$ cat src/rtl/sample_packetizer_pkg.sv
// ---------------------------------------------------------------------------
// sample_packetizer_pkg
//   Shared types and helpers for the sensor-node sample packetizer:
//   FSM state encoding, byte width and small arithmetic helpers.
// ---------------------------------------------------------------------------
`default_nettype none

package sample_packetizer_pkg;

    localparam int BYTE_W = 8;

    // Packet order on the link: header, sequence, samples, checksum.
    typedef enum logic [2:0] {
        ST_IDLE    = 3'd0,
        ST_WAIT    = 3'd1,
        ST_SETTLE  = 3'd2,
        ST_CAPTURE = 3'd3,
        ST_HDR     = 3'd4,
        ST_SEQ     = 3'd5,
        ST_DATA    = 3'd6,
        ST_CSUM    = 3'd7
    } state_e;

    // Saturating byte increment used for the dropped-tick counter.
    function automatic logic [BYTE_W-1:0] sat_inc8(input logic [BYTE_W-1:0] v);
        return (v == 8'hFF) ? v : v + 8'd1;
    endfunction

    // True while a packet is being streamed to the radio.
    function automatic logic is_tx_state(input state_e s);
        return (s == ST_HDR) || (s == ST_SEQ) || (s == ST_DATA) || (s == ST_CSUM);
    endfunction

endpackage

`default_nettype wire

$ cat src/rtl/sample_packetizer_timer.sv
// ---------------------------------------------------------------------------
// sample_packetizer_timer
//   Sample-period counter. Counts 0..SAMPLE_PERIOD-1 while run is high and
//   is held at zero while run is low; tick marks the last count.
// ---------------------------------------------------------------------------
`default_nettype none

module sample_packetizer_timer #(
    parameter int SAMPLE_PERIOD = 100
) (
    input  logic clk,
    input  logic rst_n,
    input  logic run,
    output logic tick
);

    localparam int             CW   = (SAMPLE_PERIOD > 1) ? $clog2(SAMPLE_PERIOD) : 1;
    localparam logic [CW-1:0]  LAST = CW'(SAMPLE_PERIOD - 1);

    logic [CW-1:0] count_q;
    logic [CW-1:0] count_d;

    // Next count: wrap at the period end, clear whenever sampling is stopped.
    always_comb begin
        count_d = count_q;
        if (!run) begin
            count_d = '0;
        end else if (count_q == LAST) begin
            count_d = '0;
        end else begin
            count_d = count_q + CW'(1);
        end
    end

    // Period counter register.
    always_ff @(posedge clk or negedge rst_n) begin
        if (!rst_n) begin
            count_q <= '0;
        end else begin
            count_q <= count_d;
        end
    end

    assign tick = run && (count_q == LAST);

endmodule

`default_nettype wire

$ cat src/rtl/sample_packetizer.sv
// ---------------------------------------------------------------------------
// sample_packetizer
//   Duty-cycles the sensor enable, captures PKT_LEN samples and streams
//   them as header / sequence / samples / checksum over valid-ready.
// ---------------------------------------------------------------------------
`default_nettype none

module sample_packetizer
    import sample_packetizer_pkg::*;
#(
    parameter logic [BYTE_W-1:0] NODE_ID       = 8'h01,
    parameter int                PKT_LEN       = 4,
    parameter int                SAMPLE_PERIOD = 100,
    parameter int                SETTLE        = 2
) (
    input  logic              clk,
    input  logic              rst_n,
    input  logic              run,
    input  logic [BYTE_W-1:0] sensor_data,
    output logic              sensor_en,
    output logic [BYTE_W-1:0] tx_data,
    output logic              tx_valid,
    input  logic              tx_ready,
    output logic              tx_last,
    output logic              busy,
    output logic [BYTE_W-1:0] dropped_cnt
);

    localparam int                IDX_W    = (PKT_LEN > 1) ? $clog2(PKT_LEN) : 1;
    localparam int                SET_W    = $clog2(SETTLE + 1);
    localparam logic [IDX_W-1:0]  IDX_LAST = IDX_W'(PKT_LEN - 1);
    localparam logic [SET_W-1:0]  SET_LAST = SET_W'(SETTLE - 1);

    logic tick;

    state_e             state_q,     state_d;
    logic [IDX_W-1:0]   cnt_q,       cnt_d;       // capture slot, reused as DATA index
    logic [SET_W-1:0]   settle_q,    settle_d;
    logic [BYTE_W-1:0]  seq_q,       seq_d;
    logic [BYTE_W-1:0]  sum_q,       sum_d;       // running sum of captured samples
    logic [BYTE_W-1:0]  dropped_q,   dropped_d;
    logic               sensor_en_q, sensor_en_d;
    logic               capture_en;
    logic               accept;
    logic [BYTE_W-1:0]  samp_buf_q [0:PKT_LEN-1];

    sample_packetizer_timer #(
        .SAMPLE_PERIOD (SAMPLE_PERIOD)
    ) u_timer (
        .clk   (clk),
        .rst_n (rst_n),
        .run   (run),
        .tick  (tick)
    );

    assign accept = tx_valid && tx_ready;

    // Next-state, counters and link outputs; link outputs depend only on state.
    always_comb begin
        state_d    = state_q;
        cnt_d      = cnt_q;
        settle_d   = settle_q;
        seq_d      = seq_q;
        sum_d      = sum_q;
        dropped_d  = dropped_q;
        capture_en = 1'b0;
        tx_valid   = 1'b0;
        tx_data    = '0;
        tx_last    = 1'b0;

        // A tick that lands while streaming cannot be serviced.
        if (tick && is_tx_state(state_q)) begin
            dropped_d = sat_inc8(dropped_q);
        end

        case (state_q)
            ST_IDLE: begin
                cnt_d    = '0;
                settle_d = '0;
                sum_d    = '0;
                if (run) begin
                    state_d = ST_WAIT;
                end
            end
            ST_WAIT: begin
                if (!run) begin
                    state_d = ST_IDLE;
                    cnt_d   = '0;
                    sum_d   = '0;
                end else if (tick) begin
                    state_d  = ST_SETTLE;
                    settle_d = '0;
                end
            end
            ST_SETTLE: begin
                if (!run) begin
                    state_d = ST_IDLE;
                    cnt_d   = '0;
                    sum_d   = '0;
                end else if (settle_q == SET_LAST) begin
                    state_d  = ST_CAPTURE;
                    settle_d = '0;
                end else begin
                    settle_d = settle_q + SET_W'(1);
                end
            end
            ST_CAPTURE: begin
                if (!run) begin
                    state_d = ST_IDLE;
                    cnt_d   = '0;
                    sum_d   = '0;
                end else begin
                    capture_en = 1'b1;
                    sum_d      = sum_q + sensor_data;
                    if (cnt_q == IDX_LAST) begin
                        state_d = ST_HDR;
                        cnt_d   = '0;
                    end else begin
                        state_d = ST_WAIT;
                        cnt_d   = cnt_q + IDX_W'(1);
                    end
                end
            end
            ST_HDR: begin
                tx_valid = 1'b1;
                tx_data  = NODE_ID;
                if (accept) begin
                    state_d = ST_SEQ;
                end
            end
            ST_SEQ: begin
                tx_valid = 1'b1;
                tx_data  = seq_q;
                if (accept) begin
                    state_d = ST_DATA;
                end
            end
            ST_DATA: begin
                tx_valid = 1'b1;
                tx_data  = samp_buf_q[cnt_q];
                if (accept) begin
                    if (cnt_q == IDX_LAST) begin
                        state_d = ST_CSUM;
                        cnt_d   = '0;
                    end else begin
                        cnt_d = cnt_q + IDX_W'(1);
                    end
                end
            end
            ST_CSUM: begin
                tx_valid = 1'b1;
                tx_last  = 1'b1;
                tx_data  = NODE_ID + seq_q + sum_q;
                if (accept) begin
                    seq_d   = seq_q + 8'd1;
                    sum_d   = '0;
                    state_d = run ? ST_WAIT : ST_IDLE;
                end
            end
            default: begin
                state_d = ST_IDLE;
            end
        endcase

        sensor_en_d = (state_d == ST_SETTLE) || (state_d == ST_CAPTURE);
    end

    // Control and status registers.
    always_ff @(posedge clk or negedge rst_n) begin
        if (!rst_n) begin
            state_q     <= ST_IDLE;
            cnt_q       <= '0;
            settle_q    <= '0;
            seq_q       <= '0;
            sum_q       <= '0;
            dropped_q   <= '0;
            sensor_en_q <= 1'b0;
        end else begin
            state_q     <= state_d;
            cnt_q       <= cnt_d;
            settle_q    <= settle_d;
            seq_q       <= seq_d;
            sum_q       <= sum_d;
            dropped_q   <= dropped_d;
            sensor_en_q <= sensor_en_d;
        end
    end

    // Sample buffer: one slot written per capture.
    always_ff @(posedge clk or negedge rst_n) begin
        if (!rst_n) begin
            for (int i = 0; i < PKT_LEN; i++) begin
                samp_buf_q[i] <= '0;
            end
        end else if (capture_en) begin
            samp_buf_q[cnt_q] <= sensor_data;
        end
    end

    assign sensor_en   = sensor_en_q;
    assign dropped_cnt = dropped_q;
    assign busy        = (state_q != ST_IDLE);

endmodule

`default_nettype wire

$ cat config.mk
export PLATFORM = sky130hd
export DESIGN_NAME = sample_packetizer
export DESIGN_NICKNAME = d
export VERILOG_FILES = /design/src/rtl/sample_packetizer_pkg.sv /design/src/rtl/sample_packetizer_timer.sv /design/src/rtl/sample_packetizer.sv
export SDC_FILE = /design/constraint.sdc
export NUM_CORES = 1
export LEC_CHECK = 0
export CAP_MARGIN = 40
export CORE_MARGIN = 8
export CORE_UTILIZATION = 61
export CTS_BUF_LIST = sky130_fd_sc_hd__clkbuf_4
export CTS_CLUSTER_SIZE = 10
export DETAILED_ROUTE_END_ITERATION = 8
export PLACE_DENSITY_LB_ADDON = 0.2
export SYNTH_ARGS = -nofsm -noshare
export SYNTH_HDL_FRONTEND = slang
export SYNTH_SLANG_ARGS = --single-unit
export TNS_END_PERCENT = 1
$ cat constraint.sdc
create_clock -name clk -period 3.1 [get_ports clk]
set_input_delay 0.93 -clock clk [delete_from_list [all_inputs] [get_ports clk]]
set_output_delay 0.93 -clock clk [all_outputs]
set_load 0.05 [all_outputs]
Word-level counts from Yosys, hierarchy flattened
Cells that the tools add are included.
W data, S select, Z words.
{ "word_totals": {"regBits": 71, "inputBits": 12, "output_inout_bits": 20} }
{ "classes": {"n_addsub": 7, "order_cmp": 2, "eq_ne": 19, "muxes": 41, "n_bitwise": 2, "n_reduce_logical": 20} }
{ "ops": {"columns": ["operator", "n"], "rows": [
  ["$pmux W8 S4", 2],
  ["$mux W8", 6],
  ["$mux W3", 12],
  ["$bwmux W32", 1],
  ["$pmux W3 S8", 1],
  ["$add A8 B1 Y8 const B", 2],
  ["$add A8 B8 Y8", 2],
  ["$bmux W8 S2", 1],
  ["$demux W8 S2", 1],
  ["$mux W2", 8],
  ["$mux W7", 2],
  ["$eq A3 B2 Y1 const B", 4],
  ["$eq A3 B3 Y1 const B", 4],
  ["$ne A2 B2 Y1 const B", 6],
  ["$eq A8 B8 Y1 const B", 1],
  ["$pmux W2 S4", 1],
  ["$reduce_bool A4 Y1", 2],
  ["$add A7 B1 Y7 const B", 1],
  ["$eq A7 B7 Y1 const B", 1],
  ["$pmux W2 S3", 1],
  ["$reduce_and A3 Y1", 2],
  ["$reduce_bool A3 Y1", 2],
  ["$mux W1", 5],
  ["$add A2 B1 Y2 const B", 2],
  ["other kinds (14)", 21]
]} }

Depth between registers and ports, before layout
Gate-level depths: netlist of run 1.
{ "depth": {"word_depth": 8, "ltp_mapped": 10, "ltp_nobuf": 10} }

Cells and area by module
A second synthesis of run 1 with hierarchy kept.
{ "hier_totals": {"cells_unflattened": 363, "area_unflattened_um2": 4085.2} }
{ "modules_own_cells": {"columns": ["mod", "instances", "cells_per_inst", "area_each_um2"], "rows": [
  ["sample_packetizer", 1, 331, 3754.9],
  ["sample_packetizer_timer", 1, 32, 330.3]
]} }

Least setup slack after synthesis of run 1
OpenSTA, ideal clock, no wires.
{ "synth_path": {"kind": "flip-flop to output port", "from": "register seq_q[0]", "to": "output port tx_data[4]", "arrival_time_ns": 2.692, "t_required_ns": 2.170, "slack_ns": -0.522, "stages_incl_launch_ff": 8, "n_path_buf": 0, "path_cell_list": "dfrtp_1 > ha_1 > fa_1 > a211oi_1 > nor2_1 > nor2_1 > a21oi_1 > nor3_1"} }
{ "synth_via": {"elab_chain_len": 3} }
{ "synth_rtl": {"columns": ["element", "line", "text"], "rows": [
  ["start: declaration", "sample_packetizer.sv:39", "logic [BYTE_W-1:0] seq_q, seq_d;"],
  ["start signal: assignment", "sample_packetizer.sv:182", "seq_q <= seq_d;"],
  ["$add A8 B1 Y8", "sample_packetizer.sv:153", "tx_data = NODE_ID + seq_q + sum_q;"],
  ["$add A8 B8 Y8", "sample_packetizer.sv:153", null],
  ["$pmux W8 S4", "sample_packetizer.sv:76", "case (state_q)"],
  ["end: declaration", "sample_packetizer.sv:21", "output logic [BYTE_W-1:0] tx_data,"]
]} }
Every way passes these cells.

Final worst setup path of run 1
{ "layout_path": {"from": "register seq_q[0]", "to": "output port tx_data[6]"} }
Same word-level chain as after synthesis.

==> results.md, run 1 <==
- Outcome: complete, but fails checks
- Failing checks: negative setup slack
- Top_reg_cell synth: dfrtp_1
- # IOs: 32
- Worst-path clk slew: 0.12 ns
- Detailed Routing Iterations Pass 1: 5
- Yosys cell types: 54
- Initial antenna violation count: 0
- Final Worst Setup Slack: -0.5204 ns
- CP Launch Type: flip-flop
- Max frequency: 276.2 MHz
- FP Rows: 30
- LEAKAGE: 0.002344 uW
- CTS Buffer Depth: 2
- Vias in the first global route: 3,073
- Clock power frac: 41.9%
- Die area: 9564 um^2
- Setup violators final: 7
- CTS Hold Bufs: 0
- Setup_tns: -2.838 ns
- Yosys reg bits: 71
- Root buf cell: clkbuf_4
- Combinational Power Share: 5.5%
- DR vias: 3,095
- Slew Limit Fails: 0
- Fin. Hold Viols: 0
- Placed inst area: 4755 um^2
- Final non-filler cell area: 5054 um^2
- Post-synth EDFFs: 0
- Relative slew margins: 46.32%
- Sw power: 399.7 uW
- Layout cell share with drive strength beyond 1: 32.04%
- TritonCTS buffer count: 9
- Core footprint: 6644 um^2
- RD Place Congestion: 0.8731
- Clk sinks: 71
- PwrDens: 353.6 nW/um^2
- Syn Inst Count: 370
- H-tree Lvls: 3
- Number of I/O port buffers: 31
- Total wire length: 9.203 mm
- Worst path arrival time: 2.69 ns
- Clock Latency Late Sink: 0.42 ns
- DRC violations left: 0
- Final-stage net count: 467
- Largest net degree at the start of global routing: 41
- Vias/cell: 5.986
- Internal power: 1387 uW
- Tcrit/Tclk final: 116.8%
- CP max FO: 2
- Initial Utilization: 61.43%
- First-pass GRT wire length: 15.29 mm
- Worst Tran Pin Value: 0.8052 ns
- Antenna cell count: 0
- Final Critical Period: 3.620 ns
- Post-placement cell count: 498
- DR WL/cell: 17.80 um
- GRT Total Usage: 19.95%
- Die width: 97.80 um
- Warnings from Yosys: 0
- Post-DP HPWL: 6.671 mm
- Worst path required time: 2.17 ns
- Flop pwr share: 52.6%
- Non-Filler Instances: 517
- Die H: 97.80 um
- Util after Layout: 76.06%
- Drt first-iter violations: 109
- Worst Hold Class: flip-flop to flip-flop
- Peak supply drop: 351.7 uV
- Fraction of registers with async set or reset after synthesis: 100.0%
- Area added between synthesis and finish: 23.82%
- Antenna viol nets, final: 0
- RSZ-0062 raised after global routing: yes
- Minimum hold slack: 0.4840 ns
- Commonest non-fill, non-tap cell in the layout: dfrtp_1
- Switching Share: 22.37%
- Max Cap Viol: 0
- Worst Clk Skew: 0.01325 ns
- Netlist Area Pre-Place: 4081 um^2
- Crit Path Class: flip-flop to output pin
- CTS tree: yes
- Syn Nets: 405
- Avg Inst Size Synth: 11.03 um^2
- Most frequent cells in the layout: dfrtp_1 (69), mux2_2 (34), buf_4 (31), nor2_1 (28), xnor2_1 (25)
- Seq/Total Area, Yosys: 43.53%
- GR Overflow Total: 0
- CP Capture Type: output pin
[per-stage QoR]
stage | total power (uW) | setup slack, ns
after floorplan | 997.1 | -0.1716
after global placement | 1053 | -0.08095
after detailed placement | 1056 | -0.09149
final | 1787 | -0.5204
after CTS | 1805 | -0.5141
after global routing | 1861 | -0.6419
[sequential cells by signal, indices dropped and copies added, names as in the netlist]
register         cells
cnt_q                2
dropped_cnt          8
samp_buf_q          32
sensor_en            1
seq_q                8
settle_q             2
state_q              3
sum_q                8
u_timer.count_q      7
[logic make-up after synthesis]
| kind of cell | Yosys count | share of synthesized area, % |
|---|---|---|
| mux | 45 | 14.65 |
| flops | 71 | 43.53 |
| buf+inv | 26 | 2.851 |
| fa+ha+maj | 23 | 7.419 |
| compound gates | 77 | 12.48 |
| simple gates | 93 | 11.56 |
| xor+xnor | 35 | 7.511 |
[metal layers]
layer	vias to the layer above	global-route usage (%)	routed length [um]	share of wire [%]
li1	1460	-	-	-
met1	1541	26.21	4177	45
met2	81	31.47	4423	48
met3	13	4.908	485	5.3
met4	0	6.715	116	1.3
met5	-	0	0	0
[worst paths after layout]
kind | from | endpoint | slack [ns] | depth (start not counted)
hold reg to reg | u_timer.count_q[0]$_DFF_PN0_ | u_timer.count_q[0]$_DFF_PN0_ | 0.48 | 1
setup reg to reg | sum_q[0]$_DFFE_PN0P_ | sum_q[6]$_DFFE_PN0P_ | 0.99 | 8
max in group asynchronous | rst_n | samp_buf_q[27]$_DFFE_PN0P_ | 1.83 | 2
setup / recovery | seq_q[0]$_DFFE_PN0P_ | tx_data[6] | -0.52 | 9
min in group asynchronous | rst_n | dropped_cnt[2]$_DFFE_PN0P_ | 0.58 | 1
hold / removal | u_timer.count_q[0]$_DFF_PN0_ | u_timer.count_q[0]$_DFF_PN0_ | 0.48 | 1
[power groups by stage]
stage	Combinational, uW	Sequential [uW]	Clock, uW
2_1_floorplan	41.7	955	0
5_1_grt	109	942	810
3_5_place_dp	97.3	958	0
3_3_place_gp	94.8	958	0
4_1_cts	98.4	940	767
6_report	97.5	940	749
[synthesized netlist by cell type (2+ instances only)]
cell	instances	share of area, %
nor3_1	2	0.25
clkbuf_1	5	0.46
buf_2	5	0.61
dfrtp_1	71	44
mux2_2	34	9.4
fa_1	2	0.98
nand4b_1	2	0.43
a21oi_1	23	2.8
a22oi_1	4	0.74
and3_1	2	0.31
ha_1	21	6.4
nand4_1	3	0.46
nand3_1	12	1.5
inv_2	3	0.28
a211oi_1	4	0.74
o21a_1	3	0.55
nand2b_1	2	0.31
nand3b_1	2	0.37
nor2_1	31	2.9
o211ai_1	6	1.1
mux4_2	8	4.4
o21ai_0	12	1.5
xor2_1	10	2.1
nand2_1	19	1.7
nor2_4	2	0.55
mux2i_1	2	0.49
a21o_1	5	0.92
a22o_1	7	1.5
and2_1	2	0.31
inv_1	10	0.92
o22ai_1	4	0.61
xnor2_1	25	5.4
nand2_2	6	0.92
[worst max-delay path: stages (launching register included)]
cell	delay (ns)
dfrtp_1	0.42
buf_6	0.14
ha_4	0.24
fa_2	0.37
a211oi_2	0.23
nor2_1	0.08
o21a_1	0.21
o211a_1	0.22
o21a_1	0.22
buf_12	0.15
[final cells by class]
type | instances | area, um^2
clock buffer | 10 | 75.07
clock inverter | 6 | 108.9
fill | 425 | 1590
inverter | 13 | 48.80
multi-input combinational | 273 | 2290
sequential | 71 | 1779
tap | 80 | 100.1
timing repair buffer | 64 | 651.9
[timing repair]
| action | 4_1_cts | 5_1_grt |
|---|---|---|
| setup endpoints to repair | 8 | 8 |
| pin swaps | 4 | 9 |
| hold endpoints to repair | 0 | 0 |
| buffers inserted | 0 | 3 |
| gates resized for setup | 10 | 12 |
Power figures use the tool's default switching activity.
==> run 2: changes to the inputs <==
Settings changed: CORE_UTILIZATION 61 to 60, HOLD_SLACK_MARGIN from default to 0.05, REMOVE_ABC_BUFFERS from default to 1.
==> results.md, run 2 (synthesized netlist as in run 1, its figures left out) <==
- Outcome: complete, but fails checks
- Failing checks: negative setup slack
- Commonest non-fill, non-tap cell in the layout: dfrtp_1
- Drt first-iter violations: 119 (+9.2%)
- Max incr delay on CP: 0.45 ns (+0.03 ns)
- Worst Tran Pin Value: 0.8427 ns (+0.03743 ns)
- CP max FO: 4 (+2)
- CTS Hold Bufs: 0 (unchanged)
- Clk sinks: 71 (unchanged)
- DR WL/cell: 18.86 um (+6.0%)
- Clock Latency Late Sink: 0.43 ns (about the same)
- Final Worst Setup Slack: -0.5049 ns (+0.01546 ns)
- GRT Total Usage: 20.74% (+0.79 points)
- LEAKAGE: 0.002315 uW (-1.2%)
- Final Critical Period: 3.605 ns (-0.01546 ns)
- Core footprint: 6681 um^2 (+0.57%)
- Placed inst area: 4732 um^2 (-0.47%)
- DR vias: 3,161 (+2.1%)
- Tcrit/Tclk final: 116.3% (-0.50 points)
- Largest register FFs: 32 (unchanged)
- Largest Register: samp_buf_q
- CTS tree: yes
- Worst path required time: 2.17 ns (about the same)
- Multi-input logic area: 2313 um^2 (+1.0%)
- Initial antenna violation count: 0 (unchanged)
- Crit Path Class: flip-flop to output pin
- Setup_tns: -2.806 ns (+0.03238 ns)
- Largest net degree at the start of global routing: 37 (-9.8%)
- CTS Buffer Depth: 2 (unchanged)
- Area added between synthesis and finish: 22.90%
- Post-DP HPWL: 6.900 mm (+3.4%)
- Worst Clk Skew: 0.01059 ns (-0.002660 ns)
- Worst path bufs/invs: 1 (-1)
- Largest delay share family, worst path: compound AO/OA/AOI/OAI gates
- # IOs: 32 (unchanged)
- Root buf cell: clkbuf_4
- Most frequent cells in the layout: dfrtp_1 (68), mux2_2 (34), buf_4 (30), nor2_1 (28), xnor2_1 (23)
- Antenna cell count: 0 (unchanged)
- Final non-filler cell area: 5016 um^2 (-0.74%)
- Filler Cells Inserted: 458 (+7.8%)
- RD Place Congestion: 0.9341 (+7.0%)
- Total wire length: 9.734 mm (+5.8%)
- Setup violators final: 7 (unchanged)
- Antenna viol nets, final: 0 (unchanged)
- Die area: 9697 um^2 (+1.4%)
- Die H: 98.48 um (+0.70%)
- H-tree Lvls: 3 (unchanged)
- Util after Layout: 75.07% (-0.99 points)
- Relative slew margins: 43.82% (-2.5 points)
- Final-stage net count: 466 (-0.21%)
- Max frequency: 277.4 MHz (+0.43%)
- Peak supply drop: 295.1 uV (-16%)
- Max Cap Viol: 0 (unchanged)
- GR Overflow Total: 0 (unchanged)
- Critical path, cell by cell: ha_4 > nand3_2 > nor2_4 > xor2_2 > ha_1 > a21oi_2 > o211ai_1 > nand2_1 > xnor2_1 > o22ai_2 > buf_12
- FP Rows: 30 (unchanged)
- Vias/cell: 6.126 (+2.3%)
- TritonCTS buffer count: 9 (unchanged)
- Sequential Area: 1780 um^2 (about the same)
- Initial Utilization: 61.09% (-0.35 points)
- Detailed Routing Iterations Pass 1: 5 (unchanged)
- Design Power: 1584 uW (-11%)
- PwrDens: 315.7 nW/um^2 (-11%)
- Fin. Hold Viols: 0 (unchanged)
- Die width: 98.48 um (+0.70%)
- Worst Hold Class: flip-flop to flip-flop
- CP Launch Type: flip-flop
- Worst-path clk slew: 0.13 ns (about the same)
- CP Capture Type: output pin
- RSZ-0062 raised after global routing: yes
- DRC violations left: 0 (unchanged)
- Worst path arrival time: 2.67 ns (-0.02 ns)
- Slew Limit Fails: 0 (unchanged)
- First-pass GRT wire length: 15.89 mm (+3.9%)
- Vias in the first global route: 3,247 (+5.7%)
- Minimum hold slack: 0.4786 ns (-0.005419 ns)
- Layout cell share with drive strength beyond 1: 32.11% (+0.073 points)
- Number of I/O port buffers: 31 (unchanged)
- Slowest-stage cell, CP: dfrtp_2
==> run 2: layout make-up <==
cell class,count,area share [%]
Timing Repair Buffer,63,12.95
Sequential cell,71,35.50
Inverter,13,0.9728
Clock buffer,9,1.347
Multi-Input combinational cell,273,46.12
Clock inverter,7,1.122
Tap cell,80,1.996
==> run 2: final timing paths <==
kind | from | endpoint | slack, ns | cells past startpoint
worst max-delay path | seq_q[0]$_DFFE_PN0P_ | tx_data[7] | -0.50 | 11
worst min-delay path | u_timer.count_q[0]$_DFF_PN0_ | u_timer.count_q[0]$_DFF_PN0_ | 0.48 | 1
worst max register to register | state_q[0]$_DFF_PN0_ | seq_q[7]$_DFFE_PN0P_ | 1.04 | 8
worst min register to register | u_timer.count_q[0]$_DFF_PN0_ | u_timer.count_q[0]$_DFF_PN0_ | 0.48 | 1
max in group asynchronous | rst_n | samp_buf_q[26]$_DFFE_PN0P_ | 1.85 | 2
min in group asynchronous | rst_n | seq_q[6]$_DFFE_PN0P_ | 0.58 | 1
==> run 2: timing repair <==
action,CTS,global route
endpoints found under the setup margin,8,8
setup buffers,1,2
cloned,0,0
pin swaps,14,16
resized for setup,15,16
==> run 2: worst reg2reg max path, stage by stage, from the launching register on <==
cell	delay [ns]
dfrtp_1	0.68
inv_2	0.21
nor2_1	0.24
nand2_1	0.18
inv_2	0.16
nand2_2	0.15
nor2_4	0.14
nand3_2	0.08
xnor2_1	0.13
==> run 2: per-stage QoR <==
stage	instances	worst slack, ns
floorplan	357	-0.5376
global placement	498	-0.07772
detailed placement	498	-0.2311
CTS	515	-0.5049
global route	516	-0.6378
finish	516	-0.5049
==> run 2: where the power goes <==
| part | switching [uW] | internal [uW] |
|---|---|---|
| Clock | 372 | 174 |
| Combinational | 58.9 | 37.3 |
| Sequential | 7.91 | 933 |
| Total | 439 | 1140 |
==> run 2: layer usage <==
| layer | part of all wire, % | up-vias | GRT usage [%] |
|---|---|---|---|
| met5 | 0 | - | 0 |
| met4 | 2.5 | 0 | 9.563 |
| met3 | 5.8 | 24 | 4.581 |
| met2 | 50 | 115 | 34.07 |
| met1 | 42 | 1557 | 25.49 |
| li1 | - | 1465 | - |
